<file path="src/rtl/operand_gen.sv">
// operand_gen: issues incrementing (a, b) operand pairs over valid/ready.
// Each accepted pair produces an expected-sum write one cycle later.
module operand_gen #(
  parameter int unsigned WIDTH   = 5,
  parameter int unsigned ADDR_W  = 8,
  parameter int unsigned NUM_TXN = 16
) (
  input  logic              clk,
  input  logic              rst_n,
  input  logic              start,
  input  logic [WIDTH-1:0]  a_init,
  input  logic [WIDTH-1:0]  b_init,
  output logic              out_valid,
  input  logic              out_ready,
  output logic [WIDTH-1:0]  out_a,
  output logic [WIDTH-1:0]  out_b,
  output logic              exp_we,
  output logic [ADDR_W-1:0] exp_addr,
  output logic [WIDTH:0]    exp_data,
  output logic [ADDR_W:0]   txn_count,
  output logic              busy,
  output logic              done
);

  localparam logic [1:0] IDLE = 2'd0;
  localparam logic [1:0] RUN  = 2'd1;
  localparam logic [1:0] DONE = 2'd2;

  // txn_count value at which the next handshake is the final one of the run
  localparam logic [ADDR_W:0] LAST_IDX = (ADDR_W+1)'(NUM_TXN - 1);

  logic [1:0]        state;
  logic [ADDR_W-1:0] ptr;
  logic              hs;

  assign out_valid = (state == RUN);
  assign busy      = (state == RUN);
  assign done      = (state == DONE);
  assign hs        = out_valid && out_ready;

  // FSM, operand sequencing and counters
  always_ff @(posedge clk or negedge rst_n) begin
    if (!rst_n) begin
      state     <= IDLE;
      out_a     <= '0;
      out_b     <= '0;
      ptr       <= '0;
      txn_count <= '0;
    end else begin
      case (state)
        IDLE, DONE: begin
          if (start) begin
            out_a     <= a_init;
            out_b     <= b_init;
            ptr       <= '0;
            txn_count <= '0;
            state     <= RUN;
          end
        end
        RUN: begin
          if (hs) begin
            out_a     <= out_a + 1'b1;
            out_b     <= out_b + 1'b1;
            ptr       <= ptr + 1'b1;
            txn_count <= txn_count + 1'b1;
            if (txn_count == LAST_IDX) state <= DONE;
          end
        end
        default: state <= IDLE;
      endcase
    end
  end

  // Expected-memory write port: one-cycle-delayed record of each handshake
  always_ff @(posedge clk or negedge rst_n) begin
    if (!rst_n) begin
      exp_we   <= 1'b0;
      exp_addr <= '0;
      exp_data <= '0;
    end else begin
      exp_we <= hs;
      if (hs) begin
        exp_addr <= ptr;
        exp_data <= {1'b0, out_a} + {1'b0, out_b};
      end
    end
  end

endmodule

</file>
<file path="config.mk">
export PLATFORM = sky130hd
export DESIGN_NAME = operand_gen
export DESIGN_NICKNAME = d
export VERILOG_FILES = /design/src/rtl/operand_gen.sv
export SDC_FILE = /design/constraint.sdc
export NUM_CORES = 1
export LEC_CHECK = 0
export BUFFER_PORTS_ARGS = -buffer_cell sky130_fd_sc_hd__buf_4
export CAP_MARGIN = 30
export CELL_PAD_IN_SITES_DETAIL_PLACEMENT = 0
export CELL_PAD_IN_SITES_GLOBAL_PLACEMENT = 1
export CORE_MARGIN = 2
export CORE_UTILIZATION = 35
export DETAILED_ROUTE_END_ITERATION = 8
export GPL_ROUTABILITY_DRIVEN = 0
export HOLD_SLACK_MARGIN = 0.06
export PLACE_DENSITY = 0.72
export SYNTH_ARGS = -nofsm -noshare
export SYNTH_HDL_FRONTEND = slang
export SYNTH_SLANG_ARGS = --single-unit
</file>
<file path="constraint.sdc">
create_clock -name clk -period 1.8 [get_ports clk]
set_input_delay 0.18 -clock clk [delete_from_list [all_inputs] [get_ports clk]]
set_output_delay 0.18 -clock clk [all_outputs]
set_load 0.05 [all_outputs]
</file>
==> results of run 1 <==
## area by class of cell
class	instances	area, um^2	share of cell area, %
multi-input cells	168	1157	38.24
flip-flops and latches	44	1109	36.63
repair buffers	66	498.0	16.45
well taps	77	96.34	3.183
clock buffers	6	82.58	2.728
inverters	11	45.04	1.488
clock inverters	2	38.79	1.282
## routing by layer
| layer | up-vias | routed length, um |
|---|---|---|
| li1 | 990 | - |
| met1 | 941 | 2888 |
| met2 | 46 | 2635 |
| met3 | 8 | 283 |
| met4 | 0 | 67 |
| met5 | - | 0 |
## worst max-delay path by stage
stage               slack [ns]  cells after the start          end     start
floorplan               -0.006                      6  exp_data[4]  out_b[0]
global placement          0.15                      6  exp_data[4]  out_b[0]
detailed placement        0.09                      6  exp_data[4]  out_b[0]
CTS                       0.08                      6  exp_data[4]  out_b[0]
global route              0.02                      6  exp_data[4]  out_b[0]
finish                    0.09                      6  exp_data[4]  out_b[0]
## power by group
part / leakage [nW] / internal, mW / switching [mW]
clock: 0.0614 / 0.454 / 0.366
combinational: 0.826 / 1.18 / 2.03
sequential: 0.550 / 1.35 / 0.400
total: 1.44 / 2.99 / 2.80
## repair_timing
item                                    4_1_cts  5_1_grt
hold buffers                                  1        0
setup buffers                                 4        0
endpoints found under the hold margin        44        0
endpoints found under the setup margin        1        0
gates resized for setup                       1        0
## worst max-delay path, cell delays in order, from the launching register on
cell,delay [ns]
dfrtp_2,0.44
ha_4,0.14
inv_1,0.04
fa_1,0.40
nand2b_4,0.16
a2111o_1,0.36
o211ai_1,0.09
## sequential cells by signal (all words and copies together) (netlist names)
signal,flops
state,2
txn_count,9
exp_we,1
exp_data,6
out_a,5
ptr,8
exp_addr,8
out_b,5
## cells in the final DEF, fill, tap and decap left out, drive strengths merged, types with 5 or more instances in the layout
master / Yosys / final
a21oi: 11 / 11
a22oi: 6 / 6
buf: 11 / 65
clkbuf: 1 / 6
dfrtp: 44 / 44
ha: 9 / 9
inv: 11 / 10
mux2i: 6 / 6
nand2: 35 / 35
nand2b: 6 / 6
nand3: 14 / 14
nand3b: 5 / 5
o21ai: 13 / 13
o22ai: 8 / 8
or3: 5 / 5
## kinds of logic after synthesis
group	after synthesis
xor gates and xnor gates	2
muxes	6
buffers and inverters	23
AOI/OAI and AO/OA	62
DFF	44
and+or+nand+nor	88
adders and majority gates	10
==> flow_summary.ini, run 1 <==
[outcome]
status = completed

[floorplan]
die_y_um = 85.98
dieArea_mm2 = 0.007393
die_w_um = 85.98
io_pins = 51
core_mm2 = 0.006422
fp-row-count = 29
start_util_pct = 36.63

[global_routing]
grt_antenna_before_repair = 0
grt_first_pass_wirelength_mm = 9.701
overflow = 0
gr-usage-all-layers_pct = 16.84
grt_use_met3_pct = 3.657
grt_max_degree = 45
grt_pass1_vias = 1873
gr-usage-met1_pct = 25.70
busiest_layer = met1
grtUsageMet2_pct = 23.68

[power_and_ir_drop]
power_density_mw_per_mm2 = 1911
vdd_ir_drop_max_mv = 1.008
finalPower_mw = 5.783
leakagePower_nw = 1.438

[detailed_routing]
dr.pass1.iters = 4
drt_wl_total_mm = 5.875
drtIter0Drc = 105
wire_per_inst_um = 15.71
drc = 0
via_per_inst = 5.307
vias = 1985
drt.antenna.violating_nets = 0

[placement]
dp_slack_ns = 0.08585
place_area_mm2 = 0.002861
io_buffer_count = 50
post-dp-hpwl_mm = 4.055
dp_cells = 361

[finish]
drive_gt1_share_pct = 30.64
post-route-util_pct = 47.13
nFillCells = 647
layout.nets = 320
fin_area_mm2 = 0.003027
final_cells = 374
diodes = 0
area_growth_pct = 28.67

[synth]
async_flop_share_pct = 100.0
ys_ff_latch = 44
synth_top_area_cell = dfrtp_1
netlist_top_cells_count = 44 x dfrtp_1, 35 x nand2_1, 14 x nand3_1
synth-xor-area-share_pct = 0.7447
yosys_warnings = 0
synth_cell_types = 45
synthAdderAreaFrac_pct = 5.638
netlist_area_mm2 = 0.002352
yosys.cell_count.top_type = dfrtp_1
muxShareOfSynthArea_pct = 2.553
synthCells = 235
synthTopCellsByArea = dfrtp_1 47%, nand2_1 5.6%, ha_1 4.8%, nand3_1 3.0%, o21ai_0 2.8%
synth_top_area_share_pct = 46.81
synth_flop_cell = dfrtp_1
syn_nets = 259
synth_compound_gate_area_share_pct = 17.98
synth_edf_count = 0
synth_seq_area_share_pct = 46.81
synth_area_per_cell_um2 = 10.01
synth-simple-area-share_pct = 20.90
synth_top_family_by_area = simple AND/OR/NAND/NOR gates

[min_path]
whs_endpoint = out_a[1]
hold_start = a_init[1]
hold_path_class = input port to flip-flop
whs_path_depth = 3

[timing]
finalSetupViolations = 0
hold_viol_final = 0
rsz0062_at_grt = false
whs_ns = 0.1689
tightest_slew_ns = 0.5738
layout_setup_ws_ns = 0.08541
fmax_mhz = 583.2
finalSetupTns_ns = 0
timing.slew.headroom_pct = 61.75
period_minus_slack_ns = 1.715
skew_ns = 0.009432
period_share_pct = 95.25
drv_slew = 0

[setup_path]
r2r_end = exp_data[4]
ff2ff_path_depth = 6
cp.required_ns = 2.02
cp-end-kind = flip-flop
crit_fanout = 5
cp-start-kind = flip-flop
path_class = flip-flop to flip-flop
r2r_setup_slack_ns = 0.09
worstReg2RegStart = out_b[0]
crit_arrival_ns = 1.94

[clock_tree]
cts_tree = built
cts_made_buffers = 5
clk_latency_ns = 0.31
cts_buffer_depth = 2
htreeDepth = 2
cts.root.buffer_cell = clkbuf_8
path_clk_slew_ns = 0.09
cts.sinks = 44

[flow_run]
drv_cap = 0
Power figures use the tool's default switching activity.
==> run 2: changes to the inputs <==
--- a/config.mk
+++ b/config.mk
@@ -11,10 +11,12 @@
 export CELL_PAD_IN_SITES_GLOBAL_PLACEMENT = 1
 export CORE_MARGIN = 2
 export CORE_UTILIZATION = 35
+export CTS_CLUSTER_SIZE = 14
 export DETAILED_ROUTE_END_ITERATION = 8
 export GPL_ROUTABILITY_DRIVEN = 0
-export HOLD_SLACK_MARGIN = 0.06
+export HOLD_SLACK_MARGIN = 0.05
 export PLACE_DENSITY = 0.72
+export SETUP_SLACK_MARGIN = 0.5
 export SYNTH_ARGS = -nofsm -noshare
 export SYNTH_HDL_FRONTEND = slang
 export SYNTH_SLANG_ARGS = --single-unit
==> flow_summary.ini, run 2 (synthesis gave the netlist of run 1 again) <==
[outcome]
status = completed

[detailed_routing]
wire_per_inst_um = 19.16
drt_wl_total_mm = 8.163
vias = 2358
via_per_inst = 5.535
drc = 0
dr.pass1.iters = 4
drtIter0Drc = 64
drt.antenna.violating_nets = 0

[finish]
area_growth_pct = 77.45
drive_gt1_share_pct = 61.32
layout_commonest_cell = buf_4
largestRegisters = txn_count: 9 flops, exp_addr: 8 flops, ptr: 8 flops
largest_reg_flops = 9
diodes = 0
top_register = txn_count
final_cells = 426
layout.nets = 372
final_cell_mix = 80 x buf_4, 34 x nand2_1, 24 x dfrtp_1

[timing]
finalSetupTns_ns = 0
finalSetupViolations = 0
period_share_pct = 91.13
timing.slew.headroom_pct = 61.37
hold_viol_final = 0
skew_ns = 0.01490
rsz0062_at_grt = true
period_minus_slack_ns = 1.640
fmax_mhz = 609.6
layout_setup_ws_ns = 0.1596
drv_slew = 0
tightest_slew_ns = 0.5795
whs_ns = 0.1944

[floorplan]
dieArea_mm2 = 0.007393
fp-row-count = 29
core_mm2 = 0.006422
die_y_um = 85.98
io_pins = 51
start_util_pct = 36.63
die_w_um = 85.98

[setup_path]
path_class = flip-flop to flip-flop
crit_chain = ha_4, inv_2, fa_2, nand2b_4, a2111o_1, o211ai_1
crit_arrival_ns = 1.86
ff2ff_path_depth = 6
r2r_setup_slack_ns = 0.16
cp_slowest_cell = dfrtp_4
cp-start-kind = flip-flop
cp_slowest_stage_delay_ns = 0.44
crit_fanout = 2
cp-end-kind = flip-flop
cp.required_ns = 2.02

[clock_tree]
path_clk_slew_ns = 0.09
clk_latency_ns = 0.31
cts_tree = built
cts_made_buffers = 5
cts.root.buffer_cell = clkbuf_8
cts.sinks = 44
htreeDepth = 2
cts_buffer_depth = 2

[global_routing]
grt_pass1_vias = 2232
grt_antenna_before_repair = 0
grt_first_pass_wirelength_mm = 11.67
gr-usage-all-layers_pct = 20.06
grt_max_degree = 45
overflow = 0

[placement]
dp_slack_ns = 0.1306
post-dp-hpwl_mm = 4.360
io_buffer_count = 50
dp_cells = 361

[power_and_ir_drop]
leakagePower_nw = 1.869
vdd_ir_drop_max_mv = 0.8472
power_density_mw_per_mm2 = 1750
finalPower_mw = 7.305

[min_path]
hold_path_class = input port to flip-flop
whs_path_depth = 3

[flow_run]
drv_cap = 0
[run 2: cell count changes in the layout (fill, tap and decap cells not counted), sizes merged]
cell    delta
clkbuf     +1
buf       +46
inv        +1
nand3b     +3
nand2b     +1
[run 2: report_power, final]
part	total, mW	switching [mW]	internal, mW	leakage [nW]
clock network	0.799	0.381	0.419	0.0548
registers	1.78	0.394	1.39	0.533
logic	4.72	2.67	2.05	1.28
[run 2: routing by layer]
metal / global-route usage [%] / share of wire, % / vias to the layer above
li1: - / - / 1103
met4: 4.473 / 0.87 / 0
met2: 32.21 / 50 / 60
met1: 28.57 / 45 / 1187
met5: 0 / 0 / -
met3: 3.080 / 4.8 / 8
[run 2: metrics by stage]
stage / util [%] / instance area, um^2
2_1_floorplan: - / 2547
5_1_grt: 64.99 / 4174
4_1_cts: 57.20 / 3674
3_3_place_gp: 46.62 / 2994
3_5_place_dp: 46.62 / 2994
6_report: 64.99 / 4174
[run 2: final timing paths]
path                                   from          end
worst max-delay path               out_b[0]  exp_data[4]
worst min-delay path              a_init[0]     out_a[0]
worst max register to register     out_b[0]  exp_data[4]
worst min register to register  exp_addr[5]  exp_addr[5]
max in group asynchronous             rst_n     out_b[0]
min in group asynchronous             rst_n       ptr[1]
[run 2: area by class of cell]
cell class	count	area, um^2
well taps	77	96.34
fillers	488	2248
flip-flops and latches	44	1131
clock buffers	5	68.82
repair buffers	114	1084
multi-input cells	172	1687
inverters	11	61.31
clock inverters	3	46.29
[run 2: critical path: cells and delay by family (launching register included)]
kind | cells | cell delay (ns)
compound gates | 2 | 0.45
fa+ha+maj | 2 | 0.48
buf+inv | 1 | 0.04
flops | 1 | 0.44
simple gates | 1 | 0.15
[run 2: timing repair]
item / CTS / global route
pin swaps: 22 / 11
resized for setup: 62 / 55
hold buffers: 1 / 0
buffers inserted: 30 / 20
cloned: 3 / 3
endpoints found under the hold margin: 44 / 0
endpoints found under the setup margin: 41 / 40
